$ cat src/rtl/dpwm_fc_pkg.sv
// Shared definitions for the dual-leg dead-time PWM modulator.
//   CNT_W       : width of the carrier counter (128-step carrier)
//   HALF_OFFSET : carrier offset applied to leg 2 (180-degree interleave)
//   leg_state_t : per-leg gate state machine encoding
package dpwm_fc_pkg;

  localparam int CNT_W       = 7;
  localparam int HALF_OFFSET = 64;

  typedef enum logic [1:0] {
    L_ON      = 2'd0,
    DEAD_TO_H = 2'd1,
    H_ON      = 2'd2,
    DEAD_TO_L = 2'd3
  } leg_state_t;

endpackage

$ cat src/rtl/dpwm_fc_dt_leg.sv
// Dead-time gate state machine for one half-bridge leg.
// Ports:
//   clock   : system clock, rising edge
//   reset   : synchronous active-high reset
//   enable  : 0 forces gates off and parks the leg in DEAD_TO_L
//   raw     : un-deadtimed PWM request (1 = high side wanted)
//   gate_h  : registered high-side gate command (1 only in H_ON)
//   gate_l  : registered low-side gate command (1 only in L_ON)
// Parameter DT: dead time in clock cycles (1..255).
// The state register r_state is kept as a plain named register so that
// checkers can bind to it directly.
module dt_leg
  import dpwm_fc_pkg::*;
#(
  parameter int DT = 8
) (
  input  logic clock,
  input  logic reset,
  input  logic enable,
  input  logic raw,
  output logic gate_h,
  output logic gate_l
);

  localparam logic [7:0] DT_M1 = 8'(DT - 1);

  leg_state_t r_state;
  logic [7:0] r_dcnt;

  // Entering a DEAD state always restarts the dead counter; the ON state is
  // reached at the DT-th edge spent in DEAD with raw still agreeing, so both
  // gates are low for exactly DT cycles. A raw reversal inside DEAD flips to
  // the opposite DEAD state, which is what swallows pulses shorter than DT.
  always_ff @(posedge clock) begin
    if (reset || !enable) begin
      r_state <= DEAD_TO_L;
      r_dcnt  <= '0;
      gate_h  <= 1'b0;
      gate_l  <= 1'b0;
    end else begin
      case (r_state)
        L_ON: begin
          if (raw) begin
            r_state <= DEAD_TO_H;
            r_dcnt  <= '0;
            gate_l  <= 1'b0;
          end
        end
        H_ON: begin
          if (!raw) begin
            r_state <= DEAD_TO_L;
            r_dcnt  <= '0;
            gate_h  <= 1'b0;
          end
        end
        DEAD_TO_H: begin
          if (!raw) begin
            r_state <= DEAD_TO_L;
            r_dcnt  <= '0;
          end else if (r_dcnt == DT_M1) begin
            r_state <= H_ON;
            gate_h  <= 1'b1;
          end else begin
            r_dcnt <= r_dcnt + 8'd1;
          end
        end
        default: begin // DEAD_TO_L
          if (raw) begin
            r_state <= DEAD_TO_H;
            r_dcnt  <= '0;
          end else if (r_dcnt == DT_M1) begin
            r_state <= L_ON;
            gate_l  <= 1'b1;
          end else begin
            r_dcnt <= r_dcnt + 8'd1;
          end
        end
      endcase
    end
  end

endmodule

$ cat src/rtl/dpwm_fc.sv
// Two-leg interleaved digital PWM with dead time and duty double-buffering.
// Ports:
//   clock, reset      : system clock / synchronous active-high reset
//   enable            : 1 = carrier runs; 0 = gates off, carrier parked at 0
//   duty_vld, D1, D2  : duty update strobe and 7-bit duty codes (1/128 units)
//   sample_trig       : one-cycle pulse in each period-start cycle
//   s1_h/s1_l/s2_h/s2_l : registered gate commands for leg 1 / leg 2
//   cnt               : current carrier count
//   stale             : previous period ran without a fresh duty update
// Parameters: PRESC (clocks per carrier count), DT (dead-time clocks).
//
// Duty handshake: duty_vld is a one-cycle strobe with no back-pressure; D1/D2
// are sampled on any enabled edge where duty_vld=1 into the pending pair, and
// the pending pair is copied to the active pair only at the edge that enters a
// period start. A strobe on that same edge lands in pending only.
//
// Period start is the cycle after an enabled edge that either wraps the
// carrier or is the first enabled edge after reset/disable (r_run=0).
module dpwm_fc
  import dpwm_fc_pkg::*;
#(
  parameter int PRESC = 4,
  parameter int DT    = 8
) (
  input  logic             clock,
  input  logic             reset,
  input  logic             enable,
  input  logic             duty_vld,
  input  logic [CNT_W-1:0] D1,
  input  logic [CNT_W-1:0] D2,
  output logic             sample_trig,
  output logic             s1_h,
  output logic             s1_l,
  output logic             s2_h,
  output logic             s2_l,
  output logic [CNT_W-1:0] cnt,
  output logic             stale
);

  localparam logic [7:0] PRESC_M1 = 8'(PRESC - 1);

  logic [7:0]       r_presc;
  logic [CNT_W-1:0] r_cnt;
  logic             r_run;    // carrier was running in the current cycle
  logic             r_trig;
  logic [CNT_W-1:0] r_pend1, r_pend2;
  logic [CNT_W-1:0] r_act1, r_act2;
  logic             r_seen;   // a strobe arrived since the last period start
  logic             r_stale;

  logic             w_tick;
  logic             w_wrap;
  logic             w_enter_ps;
  logic [CNT_W-1:0] w_cnt_sh;
  logic             w_raw1, w_raw2;

  assign w_tick     = (r_presc == PRESC_M1);
  assign w_wrap     = r_run && w_tick && (r_cnt == {CNT_W{1'b1}});
  assign w_enter_ps = enable && (!r_run || w_wrap);

  always_ff @(posedge clock) begin
    if (reset) begin
      r_presc <= '0;
      r_cnt   <= '0;
      r_run   <= 1'b0;
      r_trig  <= 1'b0;
      r_pend1 <= '0;
      r_pend2 <= '0;
      r_act1  <= '0;
      r_act2  <= '0;
      r_seen  <= 1'b0;
      r_stale <= 1'b0;
    end else if (!enable) begin
      // Duty registers and stale deliberately hold across a disable.
      r_presc <= '0;
      r_cnt   <= '0;
      r_run   <= 1'b0;
      r_trig  <= 1'b0;
    end else begin
      r_run  <= 1'b1;
      r_trig <= w_enter_ps;
      // The first enabled edge keeps the carrier at 0 so the period-start
      // cycle shows cnt=0, prescaler=0.
      if (!r_run) begin
        r_presc <= '0;
        r_cnt   <= '0;
      end else if (w_tick) begin
        r_presc <= '0;
        r_cnt   <= r_cnt + 1'b1;
      end else begin
        r_presc <= r_presc + 8'd1;
      end

      if (duty_vld) begin
        r_pend1 <= D1;
        r_pend2 <= D2;
      end

      if (w_enter_ps) begin
        r_act1 <= r_pend1;
        r_act2 <= r_pend2;
        r_seen <= duty_vld;      // a strobe on this edge counts for the new period
        if (r_run) begin         // first period start after enable never flags
          r_stale <= !r_seen;
        end
      end else if (duty_vld) begin
        r_seen <= 1'b1;
      end
    end
  end

  // Leg 2 compares against the carrier shifted by half a period.
  assign w_cnt_sh = r_cnt + CNT_W'(HALF_OFFSET);
  assign w_raw1   = r_run && (r_cnt < r_act1);
  assign w_raw2   = r_run && (w_cnt_sh < r_act2);

  dt_leg #(.DT(DT)) u_leg1 (
    .clock  (clock),
    .reset  (reset),
    .enable (enable),
    .raw    (w_raw1),
    .gate_h (s1_h),
    .gate_l (s1_l)
  );

  dt_leg #(.DT(DT)) u_leg2 (
    .clock  (clock),
    .reset  (reset),
    .enable (enable),
    .raw    (w_raw2),
    .gate_h (s2_h),
    .gate_l (s2_l)
  );

  assign sample_trig = r_trig;
  assign cnt         = r_cnt;
  assign stale       = r_stale;

endmodule

$ cat config.mk
export PLATFORM = sky130hd
export DESIGN_NAME = dpwm_fc
export DESIGN_NICKNAME = d
export VERILOG_FILES = /design/src/rtl/dpwm_fc_pkg.sv /design/src/rtl/dpwm_fc_dt_leg.sv /design/src/rtl/dpwm_fc.sv
export SDC_FILE = /design/constraint.sdc
export NUM_CORES = 1
export LEC_CHECK = 0
export CAP_MARGIN = 30
export CORE_AREA = 2 2 89 91
export CTS_BUF_LIST = sky130_fd_sc_hd__clkbuf_4 sky130_fd_sc_hd__clkbuf_8
export CTS_CLUSTER_SIZE = 28
export DETAILED_ROUTE_END_ITERATION = 10
export DIE_AREA = 0 0 91 93
export PLACE_DENSITY = 0.71
export SLEW_MARGIN = 10
export SYNTH_ARGS = -nofsm -noshare
export SYNTH_HDL_FRONTEND = slang
export SYNTH_HIERARCHICAL = 1
export SYNTH_SLANG_ARGS = --single-unit
$ cat constraint.sdc
create_clock -name clock -period 6.3 [get_ports clock]
set_input_delay 0.63 -clock clock [delete_from_list [all_inputs] [get_ports clock]]
set_output_delay 0.63 -clock clock [all_outputs]
set_load 0.03 [all_outputs]
==> results of run 1 <==
## worst reg2reg max path, stage by stage, from the launching register on
cell,delay [ns]
dfxtp_1,0.46
ha_1,0.29
a21o_1,0.18
a31oi_1,0.14
o21ai_0,0.12
a31oi_1,0.63
mux2_4,0.43
or4b_1,0.52
a21oi_1,0.14
## logic make-up after synthesis
kind of cell / after synthesis
adders and majority gates: 24
and+or+nand+nor: 168
muxes: 23
xor gates and xnor gates: 21
DFF: 71
AOI/OAI and AO/OA: 62
buffers and inverters: 36
## synthesized netlist by cell type, types with 2 or more instances
cell / instances / area [sq um]
a21oi_1: 25 / 125
and4_2: 2 / 20.0
and3_2: 2 / 15.0
a211o_1: 3 / 26.3
nor3_2: 2 / 20.0
and2_1: 2 / 12.5
o31ai_1: 2 / 15.0
or4_1: 4 / 30.0
nor3_1: 5 / 25.0
a21o_1: 2 / 15.0
nand3b_1: 2 / 15.0
buf_6: 3 / 33.8
dfxtp_1: 71 / 1420
nand3_1: 14 / 70.1
nor4_1: 2 / 12.5
nor4_4: 2 / 42.5
xor2_1: 10 / 87.6
xnor2_1: 11 / 96.3
nor2_1: 32 / 120
nand4_1: 2 / 12.5
a31oi_1: 6 / 37.5
o21bai_1: 2 / 15.0
nand2b_1: 35 / 219
mux2i_1: 21 / 210
nand2_1: 43 / 161
o21ai_0: 5 / 25.0
o21a_1: 2 / 15.0
nor4b_4: 2 / 47.6
nor2b_1: 4 / 25.0
buf_2: 2 / 10.0
clkbuf_1: 7 / 26.3
inv_1: 22 / 82.6
a21boi_0: 2 / 15.0
ha_1: 24 / 300
## state kept, by name, summed over array words and instances, names as in the netlist
name / cells
sample_trig: 1
u_leg1/r_dcnt: 8
r_seen: 1
u_leg2/gate_h: 1
u_leg1/gate_h: 1
r_pend2: 7
r_run: 1
u_leg1/r_state: 2
r_presc: 8
stale: 1
u_leg1/gate_l: 1
r_act2: 7
u_leg2/gate_l: 1
u_leg2/r_dcnt: 8
cnt: 7
r_act1: 7
r_pend1: 7
u_leg2/r_state: 2
## final timing paths
check,start,endpoint,slack [ns],cells past startpoint
worst max-delay path,cnt[2],u_leg2/r_dcnt[3],3.33,8
worst min-delay path,r_pend2[1],r_pend2[1],0.46,2
worst max register to register,cnt[2],u_leg2/r_dcnt[3],3.33,8
worst min register to register,r_pend2[1],r_pend2[1],0.46,2
## cells in the final DEF (no fill, tap or decap), types with 6 or more instances in the layout
cell type        netlist  routed
clkdlybuf4s50_1        0      30
inv_1                 22      22
a21oi_1               25      25
a31oi_1                6       6
nor2_1                32      32
nand2b_1              35      35
nand3_1               14      14
nand2_1               43      43
xor2_1                10      10
ha_1                  24      24
dfxtp_1               71      71
mux2i_1               21      21
clkbuf_8               1      10
xnor2_1               11      11
## layer usage
| metal | GRT usage, % | vias to the layer above | wire, microns |
|---|---|---|---|
| li1 | - | 1448 | - |
| met2 | 28.0 | 38 | 3020 |
| met3 | 4.51 | 10 | 251 |
| met1 | 21.3 | 1273 | 3300 |
| met4 | 7.20 | 0 | 104 |
| met5 | 0 | - | 0 |
## metrics by stage
| step | setup WS [ns] | utilization [%] | instances |
|---|---|---|---|
| after floorplan | 3.66 | - | 405 |
| after global placement | 3.48 | 53.5 | 524 |
| after detailed placement | 3.38 | 53.5 | 524 |
| after CTS | 3.36 | 56.7 | 540 |
| after global routing | 3.08 | 56.7 | 540 |
| final | 3.33 | 56.7 | 540 |
## power groups by stage
stage | clock, W | sequential (W) | combinational, W
floorplan | 0 | 0.000475 | 0.0000478
global placement | 0 | 0.000475 | 0.0000651
detailed placement | 0 | 0.000476 | 0.0000664
CTS | 0.000454 | 0.000465 | 0.0000667
global route | 0.000476 | 0.000467 | 0.0000745
finish | 0.000445 | 0.000465 | 0.0000661
## cell type report
| cell class | instances | area share, % |
|---|---|---|
| Clock inverter | 6 | 2.52 |
| Clock buffer | 10 | 3.22 |
| Multi-Input combinational cell | 298 | 48.9 |
| Sequential cell | 71 | 33.3 |
| Inverter | 22 | 1.93 |
| Tap cell | 102 | 2.99 |
| Timing Repair Buffer | 31 | 7.21 |
==> flow_summary.toml, run 1 <==
[outcome]
status = "complete, no violations"

[timing]
slew_violations = 0
setup-violations-final = 0
clock.fmax_mhz = 336
fin_setup_tns_ns = 0
holdWs_ns = 0.456
rsz0062_at_grt = "no"
slew_headroom_pct = 41.4
fin_skew_ns = 0.00659
finalHoldViolations = 0
min_period_ns = 2.97
period_share_pct = 47.2
worst_pin_slew_ns = 0.880

[synth]
syn_nets = 447
syn_inst = 405
ys_seq_area_share_pct = 38.5
synth_cell_types = 64
synthMuxAreaShare_pct = 6.47
ys_seq_elements = 71
syn_area_sq_mm = 0.00369
yosys.area_share.simple_pct = 26.0
synthArstFlopShare_pct = 0
synth_top_family_by_area = "simple AND/OR/NAND/NOR gates"
synth-adder-area-share_pct = 8.13
synth_flop_cell = "dfxtp_1"
synth-compound-area-share_pct = 10.9
ys_warn_count = 6
syn_area_per_cell_sq_um = 9.12
synth-edff-count = 0
synth_xor_xnor_area_share_pct = 4.98

[routing]
avgRoutedWirePerCell_microns = 12.4
drtPass1Iterations = 5
drc = 0
vias_per_cell = 5.13
num_vias = 2769
drt-total-wl_mm = 6.68
detail-route-antenna-nets = 0
drtIter0Drc = 81

[setup_path]
crit_buf_inv = 0
critPathArrivalTime_ns = 3.25
worst_ep_required_time_ns = 6.58
critPathSlowestCell = "a31oi_1"
cp_max_fo = 12
path_class = "flip-flop to flip-flop"
crit_family = "compound AO/OA/AOI/OAI gates"
startpoint_type = "flip-flop"
crit_path_end_kind = "flip-flop"
cp_slowest_stage_delay_ns = 0.63
path_cells = "ha_1 > a21o_1 > a31oi_1 > o21ai_0 > a31oi_1 > mux2_4 > or4b_1 > a21oi_1"
critical_path.most_common_cell = "a31oi_1"

[pwr]
clkPwrFrac_pct = 45.6
p_sw_share_pct = 21.7
p_total_w = 0.000976
p_leak_nw = 1.57
vdd_drop_max_uv = 142
netSwitchingPower_w = 0.000212
power_density_mw_per_mm2 = 228
seq_power_share_pct = 47.7
p_int_w = 0.000764
combPwrFrac_pct = 6.8

[grt]
grt_pass1_vias = 2646
grt_overflow = 0
antenna_found_initial = 0
grt_pass1_wl_mm = 11.8
grt_max_degree = 49
grt_use_total_pct = 17.1

[floorplan]
die_h_microns = 93
initial_core_util_pct = 49.1
die_area_sq_mm = 0.00846
ios = 31
fp.dieW_microns = 91
core_sq_mm = 0.00753
core.rowCount = 32

[clock_network]
post_cts_buffers = 0
cts_num_sinks = 71
tritoncts.num_buffers = 9
clkLatencyLatePin_ns = 0.35
cts-resized-gates = 0
cts_root_buf = "clkbuf_8"
hold_buffers = 0
clockBufferDepth = 2
path_clk_slew_ns = 0.07
htree_levels = 3
tritoncts = "yes"

[placed_design]
io_buffers = 30
place_congestion = 0.812
placed_cell_area_sq_mm = 0.00403
hpwl_mm = 4.76

[cells_and_area]
final_area_sq_mm = 0.00427
drive_above_1_share_pct = 8.90
multiInputGateArea_sq_mm = 0.00209
seqCellArea_sq_mm = 0.00142
area_growth_pct = 15.6
antenna_cells = 0
nNetsFinal = 475
fill_cells = 713

[job]
maxCapViolCount = 0

[min_path]
min_path_type = "flip-flop to flip-flop"
Note: power is estimated with default switching activity, not from simulation.
==> inputs of run 2 (changes only) <==
Clock period 6.3 ns to 2.95 ns, I/O delays scaled along.
==> run 2 against run 1 <==
Core utilization grew 0.28 points. Sequential share of layout area shrank 0.16 points. First-iteration DRC count shrank 19%. Sequential power grew 110%. Global-route usage is essentially flat. Largest power group unchanged. Highest routed layer unchanged. Clock skew grew 0.0010 ns.
==> flow_summary.toml, run 2 (synthesis gave the netlist of run 1 again) <==
[setup_path]
path_cells = "inv_1 > ha_1 > a21o_1 > a31oi_1 > o21ai_0 > a31oi_1 > mux2_4 > or4b_1 > a21oi_1"
cp_max_fo = 12
critical_path.most_common_cell = "a31oi_1"
critPathSlowestCell = "or4b_1"
r2r_slack_ns = 0.39
crit_path_end_kind = "flip-flop"
worst_ep_required_time_ns = 3.22
cp_slowest_stage_delay_ns = 0.52
critPathArrivalTime_ns = 2.83
path_class = "flip-flop to flip-flop"
startpoint_type = "flip-flop"

[cells_and_area]
nNetsFinal = 481
final_common_cell = "dfxtp_1"
antenna_cells = 0
fill_cells = 709
multiInputGateArea_sq_mm = 0.00209
drive_above_1_share_pct = 10.1
seqCellArea_sq_mm = 0.00142
area_growth_pct = 16.2
final_cell_mix = "dfxtp_1, nand2_1, nand2b_1, nor2_1, clkdlybuf4s50_1"
top_regs = "r_presc x8, u_leg1/r_dcnt x8, u_leg2/r_dcnt x8"

[timing]
fin_setup_tns_ns = 0
period_share_pct = 86.6
fin_skew_ns = 0.00759
slew_violations = 0
clock.fmax_mhz = 391
fin_ws_ns = 0.394
worst_pin_slew_ns = 0.656
setup-violations-final = 0
finalHoldViolations = 0
min_period_ns = 2.56
slew_headroom_pct = 56.3
rsz0062_at_grt = "no"

[routing]
drtIter0Drc = 66
num_vias = 2742
vias_per_cell = 5.02
detail-route-antenna-nets = 0
drtPass1Iterations = 4
drt-total-wl_mm = 6.69
avgRoutedWirePerCell_microns = 12.3
drc = 0

[min_path]
min_path_type = "flip-flop to flip-flop"

[grt]
grt_pass1_wl_mm = 11.7
grt_use_total_pct = 17.1
grt_max_degree = 39
grt_pass1_vias = 2589
grt_overflow = 0
antenna_found_initial = 0

[placed_design]
hpwl_mm = 4.92
place_ws_ns = 0.401
place_congestion = 0.796
io_buffers = 30

[clock_network]
path_clk_slew_ns = 0.07
clockBufferDepth = 2
tritoncts = "yes"
cts_root_buf = "clkbuf_8"
hold_buffers = 0
post_cts_buffers = 0
cts_num_sinks = 71
clkLatencyLatePin_ns = 0.34
cts-resized-gates = 0
tritoncts.num_buffers = 9
htree_levels = 3

[floorplan]
fp.dieW_microns = 91
initial_core_util_pct = 49.1
core.rowCount = 32
die_h_microns = 93
die_area_sq_mm = 0.00846
core_sq_mm = 0.00753
ios = 31

[pwr]
p_leak_nw = 1.60
power_density_mw_per_mm2 = 464
seq_power_share_pct = 49.9
clkPwrFrac_pct = 42.9
netSwitchingPower_w = 0.000443
vdd_drop_max_uv = 224
p_sw_share_pct = 22.2
p_int_w = 0.00155
combPwrFrac_pct = 7.2

[outcome]
status = "complete, no violations"

[job]
maxCapViolCount = 0
## run 2: cell count changes in the layout (fill, tap and decap cells not counted), sizes merged
cell and change:
buf +6, clkinv +2, bufinv -1, clkinvlp -1
## run 2: stage by stage
step                util [%]  std cells  hold slack [ns]  power (W)  cell area (sq um)
global route            57.0        546            0.477    0.00208               4290
finish                  57.0        546            0.452    0.00199               4290
CTS                     57.0        546            0.450    0.00202               4290
global placement        54.1        530            0.429    0.00116               4070
detailed placement      54.1        530            0.445    0.00116               4070
floorplan                  -        405            0.418    0.00112               3690
## run 2: cell type report
class,count,share of cell area (%)
multi-input combinational,298,48.6
timing repair buffer,37,8.22
sequential,71,33.1
clock buffer,10,3.21
inverter,22,1.92
clock inverter,6,1.95
tap,102,2.97
## run 2: per-layer routing
layer  vias to the layer above  wire length [microns]  track usage [%]
li1                       1451                      -                -
met1                      1237                   3230             21.8
met2                        42                   3100             27.4
met3                        12                    282             4.27
met4                         0                     82             7.58
met5                         -                      0                0
## run 2: final timing paths
kind              startpoint                to  cells past startpoint
setup reg to reg   r_act2[2]  u_leg2/r_dcnt[3]                      9
setup / recovery   r_act2[2]  u_leg2/r_dcnt[3]                      9
hold / removal        r_seen             stale                      1
hold reg to reg       r_seen             stale                      1
## run 2: critical path: cells and delay by family (launching register included)
kind | cells | cell delay (ns)
mux | 1 | 0.42
compound gates | 5 | 0.89
flops | 1 | 0.33
simple gates | 1 | 0.52
fa+ha+maj | 1 | 0.28
buf+inv | 1 | 0.04
## run 2: power by group through the flow
stage	registers, W	clock network [W]	logic [W]
floorplan	0.00101	0	0.000102
global placement	0.00101	0	0.000141
detailed placement	0.00102	0	0.000144
CTS	0.000993	0.000879	0.000145
global route	0.000996	0.000922	0.000163
finish	0.000994	0.000854	0.000144
==> inputs of run 3 (changes only) <==
Clock period 2.95 ns to 3 ns, I/O delays scaled along.
==> run 3 against run 2 <==
First-iteration DRC count up 21%. Sequential power down 2%. Worst hold slack worse by 0.014 ns. Cell count fell by 0.18%. Sequential share of layout area is 0.30 points lower. Sequential cell count unchanged. Cell area increased by 0.90%. Routed wire length is 2.5% higher. Combinational power hardly changed. Die area unchanged. Critical path depth is the same. Largest cell class unchanged.
==> flow_summary.toml, run 3 (synthesis gave the netlist of run 1 again) <==
[outcome]
status = "complete, no violations"

[grt]
grt_pass1_vias = 2676
grt_overflow = 0
grt_max_degree = 39
grt_pass1_wl_mm = 11.9
antenna_found_initial = 0
grt_use_total_pct = 17.2

[timing]
min_period_ns = 2.64
slew_headroom_pct = 54.6
clock.fmax_mhz = 378
fin_skew_ns = 0.00627
period_share_pct = 88.1
finalHoldViolations = 0
slew_violations = 0
rsz0062_at_grt = "no"
setup-violations-final = 0
worst_pin_slew_ns = 0.680
fin_setup_tns_ns = 0

[pwr]
power_density_mw_per_mm2 = 493
vdd_drop_max_uv = 229
clkPwrFrac_pct = 47.6
netSwitchingPower_w = 0.000461
seq_power_share_pct = 45.7
combPwrFrac_pct = 6.6
p_sw_share_pct = 21.6
p_int_w = 0.00167
p_leak_nw = 1.60

[clock_network]
htree_levels = 3
hold_buffers = 0
cts-resized-gates = 0
path_clk_slew_ns = 0.08
post_cts_buffers = 0
clkLatencyLatePin_ns = 0.34
tritoncts = "yes"
clockBufferDepth = 2
cts_root_buf = "clkbuf_8"
cts_num_sinks = 71
tritoncts.num_buffers = 9

[floorplan]
fp.dieW_microns = 91
die_area_sq_mm = 0.00846
core_sq_mm = 0.00753
die_h_microns = 93
ios = 31
core.rowCount = 32
initial_core_util_pct = 49.1

[routing]
drtIter0Drc = 80
drtPass1Iterations = 5
drc = 0
avgRoutedWirePerCell_microns = 12.6
detail-route-antenna-nets = 0
num_vias = 2796
vias_per_cell = 5.13
drt-total-wl_mm = 6.86

[setup_path]
r2r_slack_ns = 0.36
cp_slowest_stage_delay_ns = 0.52
critical_path.most_common_cell = "a31oi_1"
path_class = "flip-flop to flip-flop"
crit_family = "compound AO/OA/AOI/OAI gates"
crit_buf_inv = 1
worst_ep_required_time_ns = 3.27
critPathSlowestCell = "or4b_1"
cp_max_fo = 12
crit_path_end_kind = "flip-flop"
path_cells = "inv_1 > ha_1 > a21o_1 > a31oi_1 > o21ai_0 > a31oi_1 > mux2_4 > or4b_1 > a21oi_1"
startpoint_type = "flip-flop"
critPathArrivalTime_ns = 2.91

[job]
maxCapViolCount = 0

[cells_and_area]
nNetsFinal = 480
utilization_pct = 57.5
final_common_cell = "dfxtp_1"
drive_above_1_share_pct = 9.93
top_regs = "r_presc x8, u_leg1/r_dcnt x8, u_leg2/r_dcnt x8"
area_growth_pct = 17.2
final_cell_mix = "dfxtp_1, nand2_1, nand2b_1, nor2_1, clkdlybuf4s50_1"
antenna_cells = 0

[min_path]
min_path_type = "flip-flop to flip-flop"

[placed_design]
place_congestion = 0.829
io_buffers = 30
hpwl_mm = 5.04
## run 3: worst paths after layout
path / from / to / depth (start not counted)
setup / recovery: r_act2[2] / u_leg2/r_dcnt[3] / 9
hold / removal: r_seen / stale / 1
setup reg to reg: r_act2[2] / u_leg2/r_dcnt[3] / 9
hold reg to reg: r_seen / stale / 1
## run 3: layout make-up
class,instances,area [sq um]
clock buffer,9,124
inverter,22,82.6
multi-input combinational,298,2090
sequential,71,1420
tap,102,128
timing repair buffer,36,345
fill,710,3200
clock inverter,7,144
## run 3: metrics by stage
stage	worst slack [ns]	power, W	cell area [sq um]	hold slack (ns)	cells
6_report	0.357	0.00214	4330	0.438	545
5_1_grt	0.170	0.00222	4330	0.469	545
4_1_cts	0.379	0.00216	4330	0.440	545
3_5_place_dp	0.411	0.00114	4060	0.437	529
3_3_place_gp	0.471	0.00114	4060	0.429	529
2_1_floorplan	0.361	0.00110	3690	0.418	405
## run 3: power groups by stage
stage          clock network (W)  registers, W  logic, W
2_1_floorplan                  0      0.000997  0.000100
3_3_place_gp                   0      0.000998  0.000139
3_5_place_dp                   0      0.000999  0.000142
4_1_cts                  0.00104      0.000977  0.000143
5_1_grt                  0.00109      0.000980  0.000158
6_report                 0.00102      0.000977  0.000142
## run 3: routing by layer
metal	GRT usage, %	wire [microns]	up-vias	part of all wire [%]
met2	29.1	3280	41	48
li1	-	-	1450	-
met3	3.87	268	10	3.9
met1	21.6	3200	1295	47
met5	0	0	-	0
met4	6.44	107	0	1.6
